==> config.mk <==
export PLATFORM = sky130hd
export DESIGN_NAME = machine_top_entity_flat
export DESIGN_NICKNAME = d
export VERILOG_FILES = /design/src/rtl/machine_pkg.sv /design/src/rtl/machine_if.sv /design/src/rtl/machine_history.sv /design/src/rtl/machine_top_entity.sv /design/src/flat_wrapper.sv
export SDC_FILE = /design/constraint.sdc
export NUM_CORES = 1
export LEC_CHECK = 0
export CORE_ASPECT_RATIO = 1.4
export CORE_MARGIN = 8
export CORE_UTILIZATION = 30
export CTS_CLUSTER_SIZE = 24
export DETAILED_ROUTE_END_ITERATION = 16
export PLACE_DENSITY = 0.55
export SYNTH_ARGS = -nofsm -noshare
export SYNTH_HDL_FRONTEND = slang
export SYNTH_SLANG_ARGS = --single-unit
==> constraint.sdc <==
create_clock -name clk -period 1.85 [get_ports clk]
set_clock_uncertainty 0.05 [all_clocks]
set_input_delay 0.185 -clock clk [delete_from_list [all_inputs] [get_ports clk]]
set_output_delay 0.185 -clock clk [all_outputs]
set_load 0.005 [all_outputs]
==> src/rtl/machine_pkg.sv <==
// Shared types and constants for the Machine block.
// Opcode encoding, data width and default history depth.
package machine_pkg;
  localparam int WORD_W = 2;
  localparam int DEPTH_DEF = 4;

  typedef enum logic [1:0] {
    OP_HOLD = 2'd0,
    OP_INC  = 2'd1,
    OP_DEC  = 2'd2,
    OP_UNDO = 2'd3
  } op_e;
endpackage

==> src/rtl/machine_if.sv <==
// Opcode/result bus between the driver and the accumulator machine.
// Master drives the opcode, slave returns the accumulator.
interface machine_if;
  import machine_pkg::*;
  logic [WORD_W-1:0] x;
  logic [WORD_W-1:0] result;

  modport master (output x, input result);
  modport slave (input x, output result);
endinterface

==> src/rtl/machine_history.sv <==
// Bounded LIFO of past accumulator values.
// Pushing while full drops the oldest entry.
module machine_history
  import machine_pkg::*;
#(
  parameter int DEPTH = DEPTH_DEF
) (
  input  logic              clk,
  input  logic              rst,
  input  logic              i_push,
  input  logic              i_pop,
  input  logic [WORD_W-1:0] i_data,
  output logic [WORD_W-1:0] o_top,
  output logic              o_empty,
  output logic              o_full
);
  localparam int CW = $clog2(DEPTH + 1);

  logic [WORD_W-1:0] r_mem [DEPTH];
  logic [CW-1:0]     r_cnt;
  logic              w_empty;
  logic              w_full;

  assign w_empty = (r_cnt == '0);
  assign w_full  = (r_cnt == CW'(DEPTH));
  assign o_empty = w_empty;
  assign o_full  = w_full;

  always_comb begin
    o_top = '0;
    for (int i = 0; i < DEPTH; i++)
      if (r_cnt == CW'(i + 1))
        o_top = r_mem[i];
  end

  // Entry 0 is the oldest; the top sits at r_cnt-1.
  always_ff @(posedge clk) begin
    if (rst) begin
      r_cnt <= '0;
      for (int i = 0; i < DEPTH; i++)
        r_mem[i] <= '0;
    end else if (i_push) begin
      if (w_full) begin
        for (int i = 0; i < DEPTH - 1; i++)
          r_mem[i] <= r_mem[i+1];
        r_mem[DEPTH-1] <= i_data;
      end else begin
        for (int i = 0; i < DEPTH; i++)
          if (r_cnt == CW'(i))
            r_mem[i] <= i_data;
        r_cnt <= r_cnt + CW'(1);
      end
    end else if (i_pop && !w_empty) begin
      r_cnt <= r_cnt - CW'(1);
    end
  end
endmodule

==> src/rtl/machine_top_entity.sv <==
// Two-bit accumulator with INC/DEC/UNDO and a bounded undo history.
// result is registered; x reaches it only through the edge.
module machine_top_entity
  import machine_pkg::*;
#(
  parameter int DEPTH = DEPTH_DEF
) (
  input  logic clk,
  input  logic rst,
  machine_if.slave bus
);
  logic [WORD_W-1:0] r_acc;
  logic [WORD_W-1:0] w_nxt;
  logic [WORD_W-1:0] w_top;
  logic              w_empty;
  logic              w_full;
  logic              w_push;
  logic              w_pop;
  op_e               w_op;

  assign w_op = op_e'(bus.x);

  always_comb begin
    w_nxt  = r_acc;
    w_push = 1'b0;
    w_pop  = 1'b0;
    unique case (1'b1)
      (w_op == OP_HOLD): ;
      (w_op == OP_INC): begin
        w_push = 1'b1;
        w_nxt  = r_acc + WORD_W'(1);
      end
      (w_op == OP_DEC): begin
        w_push = 1'b1;
        w_nxt  = r_acc - WORD_W'(1);
      end
      (w_op == OP_UNDO): begin
        w_pop = 1'b1;
        if (!w_empty)
          w_nxt = w_top;
      end
      default: ;
    endcase
  end

  always_ff @(posedge clk) begin
    if (rst)
      r_acc <= '0;
    else
      r_acc <= w_nxt;
  end

  assign bus.result = r_acc;

  machine_history #(
    .DEPTH(DEPTH)
  ) u_hist (
    .clk    (clk),
    .rst    (rst),
    .i_push (w_push),
    .i_pop  (w_pop),
    .i_data (r_acc),
    .o_top  (w_top),
    .o_empty(w_empty),
    .o_full (w_full)
  );
endmodule

==> src/flat_wrapper.sv <==
// flat-port wrapper written by rule: the top's interface ports become plain ports
module machine_top_entity_flat import machine_pkg::*;
#(
  parameter int DEPTH = DEPTH_DEF
)
  (clk, rst, bus_x, bus_result);
  machine_if bus_i ();
  input  logic clk;
  input  logic rst;
  input wire logic [$bits(bus_i.x)-1:0] bus_x;
  output wire logic [$bits(bus_i.result)-1:0] bus_result;
  assign bus_i.x = bus_x;
  assign bus_result = bus_i.result;
  machine_top_entity #(.DEPTH(DEPTH)) u_core (.clk(clk), .rst(rst), .bus(bus_i));
endmodule
==> results of run 1 <==
==> synthesized netlist by cell type, types with 2 or more instances <==
cell	count	share of area
nor2_1	15	0.054
nand2_1	10	0.036
ha_1	9	0.11
edfxtp_1	8	0.23
inv_1	7	0.025
a21oi_1	5	0.024
dfxtp_1	5	0.097
mux2i_1	4	0.039
nand2b_1	4	0.024
o21ai_0	4	0.019
a21o_1	3	0.022
and2_1	3	0.018
buf_4	3	0.022
a211o_1	2	0.017
a22oi_1	2	0.015
buf_6	2	0.022
mux2_2	2	0.022
nor4b_1	2	0.017
o21ai_1	2	0.0097
xnor2_1	2	0.017
==> power breakdown <==
part	internal, mW	switching [mW]
combinational	0.396	0.417
clock	0.152	0.114
sequential	0.385	0.0644
==> metal layers <==
layer,vias up,share of wire,GRT usage
li1,429,-,-
met1,398,0.43,0.0951
met2,22,0.53,0.156
met3,2,0.033,0.0130
met4,0,0.011,0.0458
met5,-,0,0
==> flip-flops by register name (all words and copies together) (netlist names) <==
name                 cells
u_core.u_hist.r_mem      8
u_core.u_hist.r_cnt      3
u_core.bus.result        2
==> final cells by class <==
type | count | area, sq um | share of cell area
multi-input combinational | 86 | 632 | 0.503
sequential | 13 | 340 | 0.271
timing repair buffer | 20 | 163 | 0.129
tap | 40 | 50.0 | 0.0398
clock buffer | 4 | 45.0 | 0.0359
inverter | 7 | 26.3 | 0.0209
==> cells by family after synthesis <==
| group | Yosys count | share of synthesized area |
|---|---|---|
| fa+ha+maj | 9 | 0.109 |
| buf+inv | 15 | 0.0822 |
| flops | 13 | 0.329 |
| simple gates | 41 | 0.208 |
| compound gates | 27 | 0.186 |
| mux | 6 | 0.0605 |
| xor+xnor | 3 | 0.0254 |
==> final timing paths <==
path,endpoint,cells past startpoint,slack [ns],start
worst max-delay path,u_core.bus.result[1],7,0.12,u_core.u_hist.r_cnt[1]
worst min-delay path,u_core.u_hist.r_cnt[0],2,0.53,u_core.u_hist.r_cnt[0]
worst max register to register,u_core.bus.result[1],7,0.12,u_core.u_hist.r_cnt[1]
worst min register to register,u_core.u_hist.r_cnt[0],2,0.53,u_core.u_hist.r_cnt[0]
==> metrics by stage <==
stage | worst slack [ns] | power (mW)
5_1_grt | 0.0120 | 1.65
4_1_cts | 0.0372 | 1.52
3_5_place_dp | -0.217 | 1.25
2_1_floorplan | 0.217 | 1.02
3_3_place_gp | -0.154 | 1.23
6_report | 0.122 | 1.53
==> cells in the final DEF (no fill, tap or decap), types with 3 or more instances in the layout <==
master / netlist / layout
a21oi_1: 5 / 5
nand2_1: 10 / 10
mux2i_1: 4 / 4
clkdlybuf4s50_1: 0 / 5
and2_1: 3 / 3
inv_1: 7 / 7
o21ai_0: 4 / 4
edfxtp_1: 8 / 8
buf_4: 3 / 15
dfxtp_1: 5 / 5
nor2_1: 15 / 15
clkbuf_8: 0 / 3
ha_1: 9 / 8
nand2b_1: 4 / 4
a21o_1: 3 / 3
==> tightest hold or removal path: stages (launching register included) <==
cell	delay, ns
dfxtp_1	0.35
xnor2_1	0.16
nor2_1	0.03
==> out/metrics.yaml, run 1 <==
finish:
  syn2layout_area_growth_pct: 21.4
  final_cell_area_sq_um: 1260
  final_util: 0.375
  layout-drive-gt1-share: 0.223
  fin_nets: 144
  diodes: 0
  fillers: 336
  finalNonFillerCells: 170
setup_path:
  critical-path-top-delay-family: "compound AO/OA/AOI/OAI gates"
  cp_slowest_cell: "dfxtp_1"
  cp_cell_sequence: "inv_1, ha_1, nor4b_2, buf_4, a221o_1, o21ai_1, a21oi_1"
  slowest_delay_ns: 0.40
  path_max_fanout: 5
  critPathRequiredTime_ns: 1.93
  critPathKind: "flip-flop to flip-flop"
  cp-start-kind: "flip-flop"
  arrival_ns: 1.81
  crit_path_end_kind: "flip-flop"
  crit_buf_inv: 2
cts:
  htreeDepth: 1
  cts_sinks: 13
  cts_max_path_buffers: 2
  tritoncts: "done"
  ctsHoldBuffers: 0
  cts_setup_buffers: 0
  insertion_delay_ns: 0.25
  cts.clk_slew.worst_paths_ns: 0.07
  cts_resized: 0
  cts_root_buffer: "clkbuf_8"
  cts-buffers-inserted: 3
synthesis:
  synth_edf_count: 8
  ys_async_sr_fraction: 0
  netlist_area_sq_um: 1030
  yosys_warnings: 0
  synth.avg_cell_area_sq_um: 9.08
  synthCells: 114
  ys_ff_latch: 13
  yosysSeqAreaShare: 0.329
  synthFlopType: "edfxtp_1"
  synth.distinct_cells: 40
  syn_nets: 127
detailed_routing:
  drc: 0
  drt_iter0_drc: 37
  first_pass_iters: 4
  antenna_left: 0
  viasPerCell: 5.01
  wl_per_cell_microns: 13.4
  via_count: 851
  wirelength_microns: 2280
global_route:
  grt_pass1_wl_microns: 3910
  gr-total-overflow: 0
  grt_pass1_vias: 871
  grt_max_degree: 15
  gr-usage-all-layers: 0.0875
  antenna_found_initial: 0
power_and_ir_drop:
  p_leak_nw: 0.521
  p_per_area_nw_per_um2: 1220
  max-vdd-ir-drop_v: 0.000619
sta:
  drv_slew: 0
  rsz0062_at_grt: "false"
  timing.hold.ws_ns: 0.530
  setup_viol: 0
  fin_crit_sh: 0.934
  setup_tns_ns: 0
  post-route-min-period_ns: 1.73
  tightest_slew_ns: 0.311
  maxSlewHeadroom: 0.792
  hold_violations: 0
  fmax_mhz: 579
floorplan:
  die_width_microns: 65.6
  coreArea_sq_um: 3350
  rows: 25
  die_h_microns: 85.5
  die_area_sq_um: 5610
  initial_core_util: 0.309
  ioPinCount: 6
placed_design:
  dpl_cell_area_sq_um: 1190
  hpwl_microns: 1790
  routabilityCongestion: 0.849
  numPortBuffers: 5
  dpl.cell_count: 166
min_path:
  hp-class: "flip-flop to flip-flop"
flow_run:
  drv_cap: 0
run_status:
  outcome: "finished clean"
Note: power is estimated with default switching activity, not from simulation.
==> run 2: changes to the inputs <==
- CORE_MARGIN: 8 -> 3
==> run 2 against run 1 <==
  * Hold slack worse by 0.0032 ns
  * Worst setup slack worse by 0.011 ns
  * Critical path type unchanged
  * Sequential power is essentially flat
  * Routed wire length increased by 0.31%
==> out/metrics.yaml, run 2 (synthesis gave the netlist of run 1 again) <==
sta:
  maxSlewHeadroom: 0.751  # -0.0410
  tightest_slew_ns: 0.373  # +0.0614 ns
  fin_crit_sh: 0.941  # +0.00622
  setup_tns_ns: 0  # unchanged
  setup_viol: 0  # unchanged
  post-route-min-period_ns: 1.74  # +0.0115 ns
  finalWorstSetupSlack_ns: 0.110  # -0.0115 ns
  drv_slew: 0  # unchanged
  fmax_mhz: 575  # -0.66%
  hold_violations: 0  # unchanged
  rsz0062_at_grt: "false"
global_route:
  gr-total-overflow: 0  # unchanged
  gr-usage-all-layers: 0.118  # +0.0302
  grt_pass1_vias: 838  # -3.8%
  grt_pass1_wl_microns: 3780  # -3.2%
  grt_max_degree: 15  # unchanged
  antenna_found_initial: 0  # unchanged
cts:
  htreeDepth: 1  # unchanged
  tritoncts: "done"
  insertion_delay_ns: 0.25  # about the same
  cts-buffers-inserted: 3  # unchanged
  cts_sinks: 13  # unchanged
  cts_max_path_buffers: 2  # unchanged
  cts_root_buffer: "clkbuf_8"
  cts.clk_slew.worst_paths_ns: 0.06  # about the same
  cts_setup_buffers: 0  # unchanged
setup_path:
  arrival_ns: 1.82  # about the same
  cp_cell_sequence: "ha_1, ha_2, buf_4, a22o_2, a211o_1, o211ai_1, a31oi_1"
  cp-start-kind: "flip-flop"
  cp_slowest_cell: "dfxtp_1"
  r2r_slack_ns: 0.11  # about the same
  critPathKind: "flip-flop to flip-flop"
  path_max_fanout: 5  # unchanged
  slowest_delay_ns: 0.35  # -0.05 ns
  crit_path_end_kind: "flip-flop"
  critPathRequiredTime_ns: 1.93  # about the same
detailed_routing:
  via_count: 875  # +2.8%
  antenna_left: 0  # unchanged
  first_pass_iters: 4  # unchanged
  drt_iter0_drc: 42  # +14%
  wl_per_cell_microns: 13.7  # +2.1%
  viasPerCell: 5.24  # +4.7%
  wirelength_microns: 2290  # +0.31%
  drc: 0  # unchanged
floorplan:
  coreArea_sq_um: 3210  # -4.0%
  die_area_sq_um: 4200  # -25%
  ioPinCount: 6  # unchanged
  rows: 24  # -4.0%
  initial_core_util: 0.322  # +0.0129
  die_width_microns: 55.6  # -15%
  die_h_microns: 75.5  # -12%
power_and_ir_drop:
  max-vdd-ir-drop_v: 0.000769  # +24%
  p_per_area_nw_per_um2: 1230  # +0.63%
  p_leak_nw: 0.509  # -2.3%
run_status:
  outcome: "finished clean"
finish:
  syn2layout_area_growth_pct: 20.3
  final_common_cell: "nor2_1"
  layout_common_cells: "nor2_1 (15), buf_4 (13), nand2_1 (10)"
  largest_reg_flops: 8  # unchanged
  top_register: "u_core.u_hist.r_mem"
  fin_nets: 142  # -1.4%
  layout-drive-gt1-share: 0.227  # +0.00349
  final_util: 0.387  # +0.0121
  diodes: 0  # unchanged
min_path:
  hp-class: "flip-flop to flip-flop"
placed_design:
  pre_cts_ws_ns: -0.240  # -0.0229 ns
  numPortBuffers: 5  # unchanged
  hpwl_microns: 1740  # -2.8%
  routabilityCongestion: 0.794  # -6.6%
flow_run:
  drv_cap: 0  # unchanged
run 2: cell types whose count changed in the layout (fill, tap and decap cells not counted):
cell and delta:
buf_4 -2, ha_1 -2, ha_2 +2
run 2: critical path, delay by kind of cell (launching register included):
kind                       cells  cell delay (ns)
AOI/OAI and AO/OA              4             0.66
DFF                            1             0.35
adders and majority gates      2             0.40
buffers and inverters          1             0.16
run 2: layout make-up:
cell class	instances	area, sq um
fill	309	1970
multi-input combinational	86	637
sequential	13	340
timing repair buffer	18	148
tap	39	48.8
clock buffer	4	45.0
inverter	7	26.3
run 2: per-layer routing:
metal / part of all wire / wire, microns / GRT usage / vias up
met2: 0.51 / 1170 / 0.224 / 30
met4: 0.026 / 59 / 0.0703 / 0
li1: - / - / - / 430
met5: 0 / 0 / 0 / -
met1: 0.41 / 941 / 0.123 / 408
met3: 0.049 / 113 / 0.0186 / 7
run 2: power by group:
part | leakage [nW] | switching [mW] | internal [mW] | total [mW]
clock network | 0.0228 | 0.109 | 0.152 | 0.261
logic | 0.361 | 0.425 | 0.388 | 0.814
registers | 0.125 | 0.0652 | 0.385 | 0.451
total | 0.509 | 0.599 | 0.926 | 1.53
run 2: worst paths after layout:
check,from,to,depth (start not counted)
max,u_core.u_hist.r_cnt[0],u_core.bus.result[0],7
min,u_core.u_hist.r_cnt[0],u_core.u_hist.r_cnt[0],2
max reg2reg,u_core.u_hist.r_cnt[0],u_core.bus.result[0],7
min reg2reg,u_core.u_hist.r_cnt[0],u_core.u_hist.r_cnt[0],2
run 2: stage by stage:
step	hold WS, ns	instances	total power, mW	instance area, sq um
floorplan	0.428	114	1.02	1030
global placement	0.510	163	1.20	1170
detailed placement	0.524	163	1.23	1170
CTS	0.532	167	1.49	1220
global route	0.572	167	1.64	1240
finish	0.527	167	1.53	1240
run 2: what timing repair did:
| action | 4_1_cts | 5_1_grt |
|---|---|---|
| resized for setup | 0 | 5 |
| setup endpoints to repair | 0 | 9 |
| hold buffers | 0 | 0 |
